[src/rtl/adc_scan_sequencer.sv]
// adc_scan_sequencer: timed multi-channel scan controller for the ADC command/response stream.
// Optional macro ADC_TIMEOUT_EN adds a wait counter and the sticky timeout_err output.
module adc_scan_sequencer #(
   parameter int DIVIDER = 6250,
   parameter int NUM_CH  = 1,
   parameter int CH_BASE = 0,
   parameter int TIMEOUT = 1024
) (
   input  logic        clk,
   input  logic        reset,
   input  logic        enable,
   input  logic        clear_flags,
   output logic        command_valid,
   output logic [4:0]  command_channel,
   output logic        command_startofpacket,
   output logic        command_endofpacket,
   input  logic        command_ready,
   input  logic        response_valid,
   input  logic [4:0]  response_channel,
   input  logic [11:0] response_data,
   output logic        sample_valid,
   output logic [11:0] sample_data,
   output logic [4:0]  sample_channel,
   output logic        sample_last,
   output logic        busy,
   output logic        overrun,
   output logic        ch_err
`ifdef ADC_TIMEOUT_EN
   ,
   output logic        timeout_err
`endif
);

   typedef enum logic [1:0] {
      IDLE,
      CMD,
      RSP
   } state_t;

   localparam logic [19:0] TICK_AT  = 20'(DIVIDER - 1);
   localparam logic [2:0]  LAST_IDX = 3'(NUM_CH - 1);
   localparam logic [4:0]  BASE_CH  = 5'(CH_BASE);

   if (DIVIDER < 2 || DIVIDER > 1048575) begin : g_bad_div
      $error("DIVIDER out of range");
   end
   if (NUM_CH < 1 || NUM_CH > 8) begin : g_bad_num
      $error("NUM_CH out of range");
   end
   if (CH_BASE < 0 || CH_BASE + NUM_CH > 32) begin : g_bad_base
      $error("CH_BASE out of range");
   end
   if (TIMEOUT < 1) begin : g_bad_tmo
      $error("TIMEOUT must be positive");
   end

   state_t      state;
   logic [19:0] cnt;
   logic [2:0]  idx;
   logic        tick;

`ifdef ADC_TIMEOUT_EN
   localparam int TW = $clog2(TIMEOUT) + 1;
   localparam logic [TW-1:0] WAIT_LAST = TW'(TIMEOUT - 1);
   logic [TW-1:0] wcnt;
`endif

   assign tick = (cnt == TICK_AT);
   assign busy = (state != IDLE);

   // Free-running scan-rate divider, independent of enable
   always_ff @(posedge clk) begin
      if (reset) begin
         cnt <= '0;
      end else if (tick) begin
         cnt <= '0;
      end else begin
         cnt <= cnt + 20'd1;
      end
   end

   // Scan FSM with registered command, sample and flag outputs
   always_ff @(posedge clk) begin
      if (reset) begin
         state                 <= IDLE;
         idx                   <= '0;
         command_valid         <= 1'b0;
         command_channel       <= '0;
         command_startofpacket <= 1'b0;
         command_endofpacket   <= 1'b0;
         sample_valid          <= 1'b0;
         sample_data           <= '0;
         sample_channel        <= '0;
         sample_last           <= 1'b0;
         overrun               <= 1'b0;
         ch_err                <= 1'b0;
`ifdef ADC_TIMEOUT_EN
         timeout_err           <= 1'b0;
         wcnt                  <= '0;
`endif
      end else begin
         sample_valid <= 1'b0;
         sample_last  <= 1'b0;
         // clear first so a same-cycle set below takes priority
         if (clear_flags) begin
            overrun <= 1'b0;
            ch_err  <= 1'b0;
`ifdef ADC_TIMEOUT_EN
            timeout_err <= 1'b0;
`endif
         end
         if (tick && state != IDLE) begin
            overrun <= 1'b1;
         end
         unique case (state)
            IDLE: begin
               if (tick && enable) begin
                  idx                   <= '0;
                  state                 <= CMD;
                  command_valid         <= 1'b1;
                  command_channel       <= BASE_CH;
                  command_startofpacket <= 1'b1;
                  command_endofpacket   <= 1'b1;
`ifdef ADC_TIMEOUT_EN
                  wcnt <= '0;
`endif
               end
            end
            CMD: begin
               if (command_ready) begin
                  state                 <= RSP;
                  command_valid         <= 1'b0;
                  command_channel       <= '0;
                  command_startofpacket <= 1'b0;
                  command_endofpacket   <= 1'b0;
`ifdef ADC_TIMEOUT_EN
                  wcnt <= '0;
               end else if (wcnt == WAIT_LAST) begin
                  state                 <= IDLE;
                  command_valid         <= 1'b0;
                  command_channel       <= '0;
                  command_startofpacket <= 1'b0;
                  command_endofpacket   <= 1'b0;
                  timeout_err           <= 1'b1;
               end else begin
                  wcnt <= wcnt + 1'b1;
`endif
               end
            end
            RSP: begin
               if (response_valid) begin
                  sample_valid   <= 1'b1;
                  sample_data    <= response_data;
                  sample_channel <= response_channel;
                  sample_last    <= (idx == LAST_IDX);
                  if (response_channel != BASE_CH + {2'b00, idx}) begin
                     ch_err <= 1'b1;
                  end
                  if (idx != LAST_IDX) begin
                     idx                   <= idx + 3'd1;
                     state                 <= CMD;
                     command_valid         <= 1'b1;
                     command_channel       <= BASE_CH + {2'b00, idx + 3'd1};
                     command_startofpacket <= 1'b1;
                     command_endofpacket   <= 1'b1;
`ifdef ADC_TIMEOUT_EN
                     wcnt <= '0;
`endif
                  end else begin
                     state <= IDLE;
                  end
`ifdef ADC_TIMEOUT_EN
               end else if (wcnt == WAIT_LAST) begin
                  state       <= IDLE;
                  timeout_err <= 1'b1;
               end else begin
                  wcnt <= wcnt + 1'b1;
`endif
               end
            end
            default: begin
               state <= IDLE;
            end
         endcase
      end
   end

endmodule
[config.mk]
export PLATFORM = sky130hd
export DESIGN_NAME = adc_scan_sequencer
export DESIGN_NICKNAME = d
export VERILOG_FILES = /design/src/rtl/adc_scan_sequencer.sv
export SDC_FILE = /design/constraint.sdc
export NUM_CORES = 1
export LEC_CHECK = 0
export ABC_AREA = 1
export BUFFER_PORTS_ARGS = -buffer_cell sky130_fd_sc_hd__buf_2
export CAP_MARGIN = 10
export CORE_ASPECT_RATIO = 1.4
export CORE_MARGIN = 1.5
export CORE_UTILIZATION = 56
export DETAILED_ROUTE_END_ITERATION = 10
export PLACE_DENSITY = 0.83
export SLEW_MARGIN = 10
export SYNTH_ARGS = -nofsm -noshare
export SYNTH_HDL_FRONTEND = slang
export SYNTH_SLANG_ARGS = --single-unit
[constraint.sdc]
create_clock -name clk -period 3 [get_ports clk]
set_input_delay 0.3 -clock clk [delete_from_list [all_inputs] [get_ports clk]]
set_output_delay 0.3 -clock clk [all_outputs]
set_load 0.05 [all_outputs]
==> impl_metrics.tcl <==
set metrics [dict create \
    place_ws_ns 1.15 \
    outcome "completed" \
    p_comb_share_pct 3.5 \
    path_max_fanout 20 \
    synth_seq_cells 50 \
    avgSynthCellArea_sq_um 7.33 \
    synth_adder_area_share_pct 2.22 \
    synth_top_family_by_area "simple AND/OR/NAND/NOR gates" \
    p_sw_uw 254 \
    swShare_pct 21.4 \
    core_area_sq_mm 0.00388 \
    wl_microns 4740 \
    worstPathRequired_ns 3.21 \
    worst_pin_slew_ns 0.669 \
    cts_buffer_depth 2 \
    yosysTopAreaCell "dfxtp_1" \
    drt-initial-drc-count 81 \
    path_class "reg2reg" \
    grt_overflow_total 0 \
    met1_usage_pct 23.6 \
    num_vias 2068 \
    finalCritPeriodShare_pct 60.7 \
    synth.distinct_cells 31 \
    grt_max_degree 21 \
    yosys.area_share.simple_pct 32.4 \
    grt_pass1_wl_microns 7860 \
    intPower_uw 930 \
    fin_crit_ns 1.82 \
    grt_use_total_pct 22.4 \
    drt-wirelength-per-cell_microns 11.9 \
    area_growth_pct 15.9 \
    cp_data_arrival_time_ns 2.03 \
    grt_pass1_vias 1933 \
    synth_xor_area_share_pct 3.11 \
    finalSetupViolCount 0 \
    postCtsSetupBuffers 0 \
    die_x_microns 56.6 \
    synth_top_area_share_pct 44.5 \
    syn_inst 307 \
    gr-max-usage-layer "met2" \
    fin_util_pct 67.1 \
    seq_power_share_pct 56.6 \
    antenna_cells 0 \
    power_density_mw_per_mm2 454 \
    cts_buffers 5 \
    netlist_top_cells_area "dfxtp_1 (44%), nor2_1 (11%), nand2_1 (7.3%)" \
    synth.area.mux_share_pct 0 \
    final_cell_mix "nor2_1 (65), dfxtp_1 (50), buf_2 (50)" \
    hold_slack_ns 0.209 \
    cap_violations 0 \
    syn_area_sq_mm 0.00225 \
    met2_usage_pct 40.5 \
    grtUsageMet3_pct 4.78 \
    power_uw 1180 \
    io_buffers 50 \
    dpl.hpwl_microns 3600 \
    antenna_found_initial 0 \
    start_util_pct 57.9 \
    p_clk_share_pct 39.9 \
    cts_sinks 50 \
    ant_nets 0 \
    dieArea_sq_mm 0.00441 \
    cts.clk_slew.worst_paths_ns 0.09 \
    place.gp.congestion 0.886 \
    die_h_microns 78.0 \
    synth_compound_area_share_pct 9.45 \
    setup_tns_ns 0 \
    ys_seq_area_share_pct 44.5 \
    cts-resized-gates 0 \
    ios 53 \
    hold_class "in2reg" \
    vdd_drop_max_v 0.000447 \
    rows 27 \
    nets 381 \
    drc 0 \
    avgViaCountPerCell 5.20 \
    max_freq_mhz 550 \
    startpoint_type "flip-flop" \
    relSlewSlack_pct 55.3 \
    layout_commonest_cell "nor2_1" \
    skew_ns 0.00536 \
    p_leak_uw 0.00115 \
    end_kind "flip-flop" \
    hold_viol_final 0 \
    synth_warnings 0 \
    hold_buffers 0 \
    drive_above_1_share_pct 20.3 \
    final_max_slew_viol_count 0 \
    clockRootBuffer "clkbuf_8" \
    clk_latency_ns 0.31 \
    rsz0062_at_grt "no" \
    first_pass_iters 4 \
    cts_tree "done" \
    setup_ws_ns 1.18 \
    h-tree-depth 2 \
]
layer usage:
layer	part of all wire, %	wire (microns)	vias to the layer above
met3	4.0	188	7
li1	-	-	1070
met5	0	0	-
met2	53	2510	41
met1	41	1950	950
met4	2.0	96	0
path summary, 6_finish.rpt:
kind                      start                          end  slack (ns)  cells after the start
max           cnt[0]$_SDFF_PP0_            cnt[7]$_SDFF_PP0_        1.18                      9
min            response_data[8]  sample_data[8]$_SDFFE_PP0P_        0.21                      3
max reg2reg   cnt[0]$_SDFF_PP0_            cnt[7]$_SDFF_PP0_        1.18                      9
min reg2reg  cnt[18]$_SDFF_PP0_           cnt[18]$_SDFF_PP0_        0.46                      2
power groups by stage:
stage | logic (uW) | registers (uW) | clock network (uW)
6_report | 41.0 | 671 | 472
5_1_grt | 45.9 | 672 | 502
4_1_cts | 41.3 | 671 | 483
3_5_place_dp | 41.2 | 686 | 0
3_3_place_gp | 40.4 | 686 | 0
2_1_floorplan | 25.1 | 686 | 0
metrics by stage:
stage | area, sq um | cells
floorplan | 2250 | 308
global placement | 2500 | 390
detailed placement | 2500 | 390
CTS | 2610 | 398
global route | 2610 | 398
finish | 2610 | 398
flip-flops by register name (all words and copies together), names as in the netlist:
signal               flops
cnt                     20
sample_data             12
sample_channel           5
command_channel          3
idx                      3
state                    2
ch_err                   1
command_endofpacket      1
overrun                  1
sample_last              1
sample_valid             1
cells by family (layout without fill, tap and decap cells):
logic type               after synthesis  in the layout
AND/OR/NAND/NOR                      158            158
flip-flops                            50             50
buffers and inverters                 44             91
AO/OA/AOI/OAI                         42             42
XOR/XNOR                               8              8
adder cells (fa/ha/maj)                4              4
other                                  1              2
Yosys cell counts (all sizes together):
| master | instances |
|---|---|
| ha | 4 |
| xor2 | 6 |
| xnor2 | 2 |
| dfxtp | 50 |
| buf | 8 |
| nor4 | 2 |
| o21ai | 21 |
| nor3 | 11 |
| inv | 33 |
| nor3b | 2 |
| a21oi | 20 |
| clkbuf | 3 |
| nor2 | 68 |
| conb | 1 |
| or2 | 4 |
| nand3 | 15 |
| nand4 | 9 |
| o21a | 1 |
| nand3b | 1 |
| nand2 | 46 |
area by class of cell:
class | count | area, sq um
Clock buffer | 6 | 72.6
Timing Repair Buffer | 50 | 250
Inverter | 33 | 124
Sequential cell | 50 | 1000
Tap cell | 43 | 53.8
Clock inverter | 2 | 37.5
Multi-Input combinational cell | 214 | 1070
Fill cell | 335 | 1280
worst max-delay path, cell delays in order, from the launching register on:
cell and delay [ns]:
dfxtp_1 0.42, ha_1 0.17, nand2_1 0.05, nor2_1 0.11
nand2_1 0.07, nor2_2 0.12, nand2_1 0.06, nand2_1 0.50
a21oi_1 0.09, o21a_1 0.13
No activity file was read; power rests on OpenSTA's default activity.
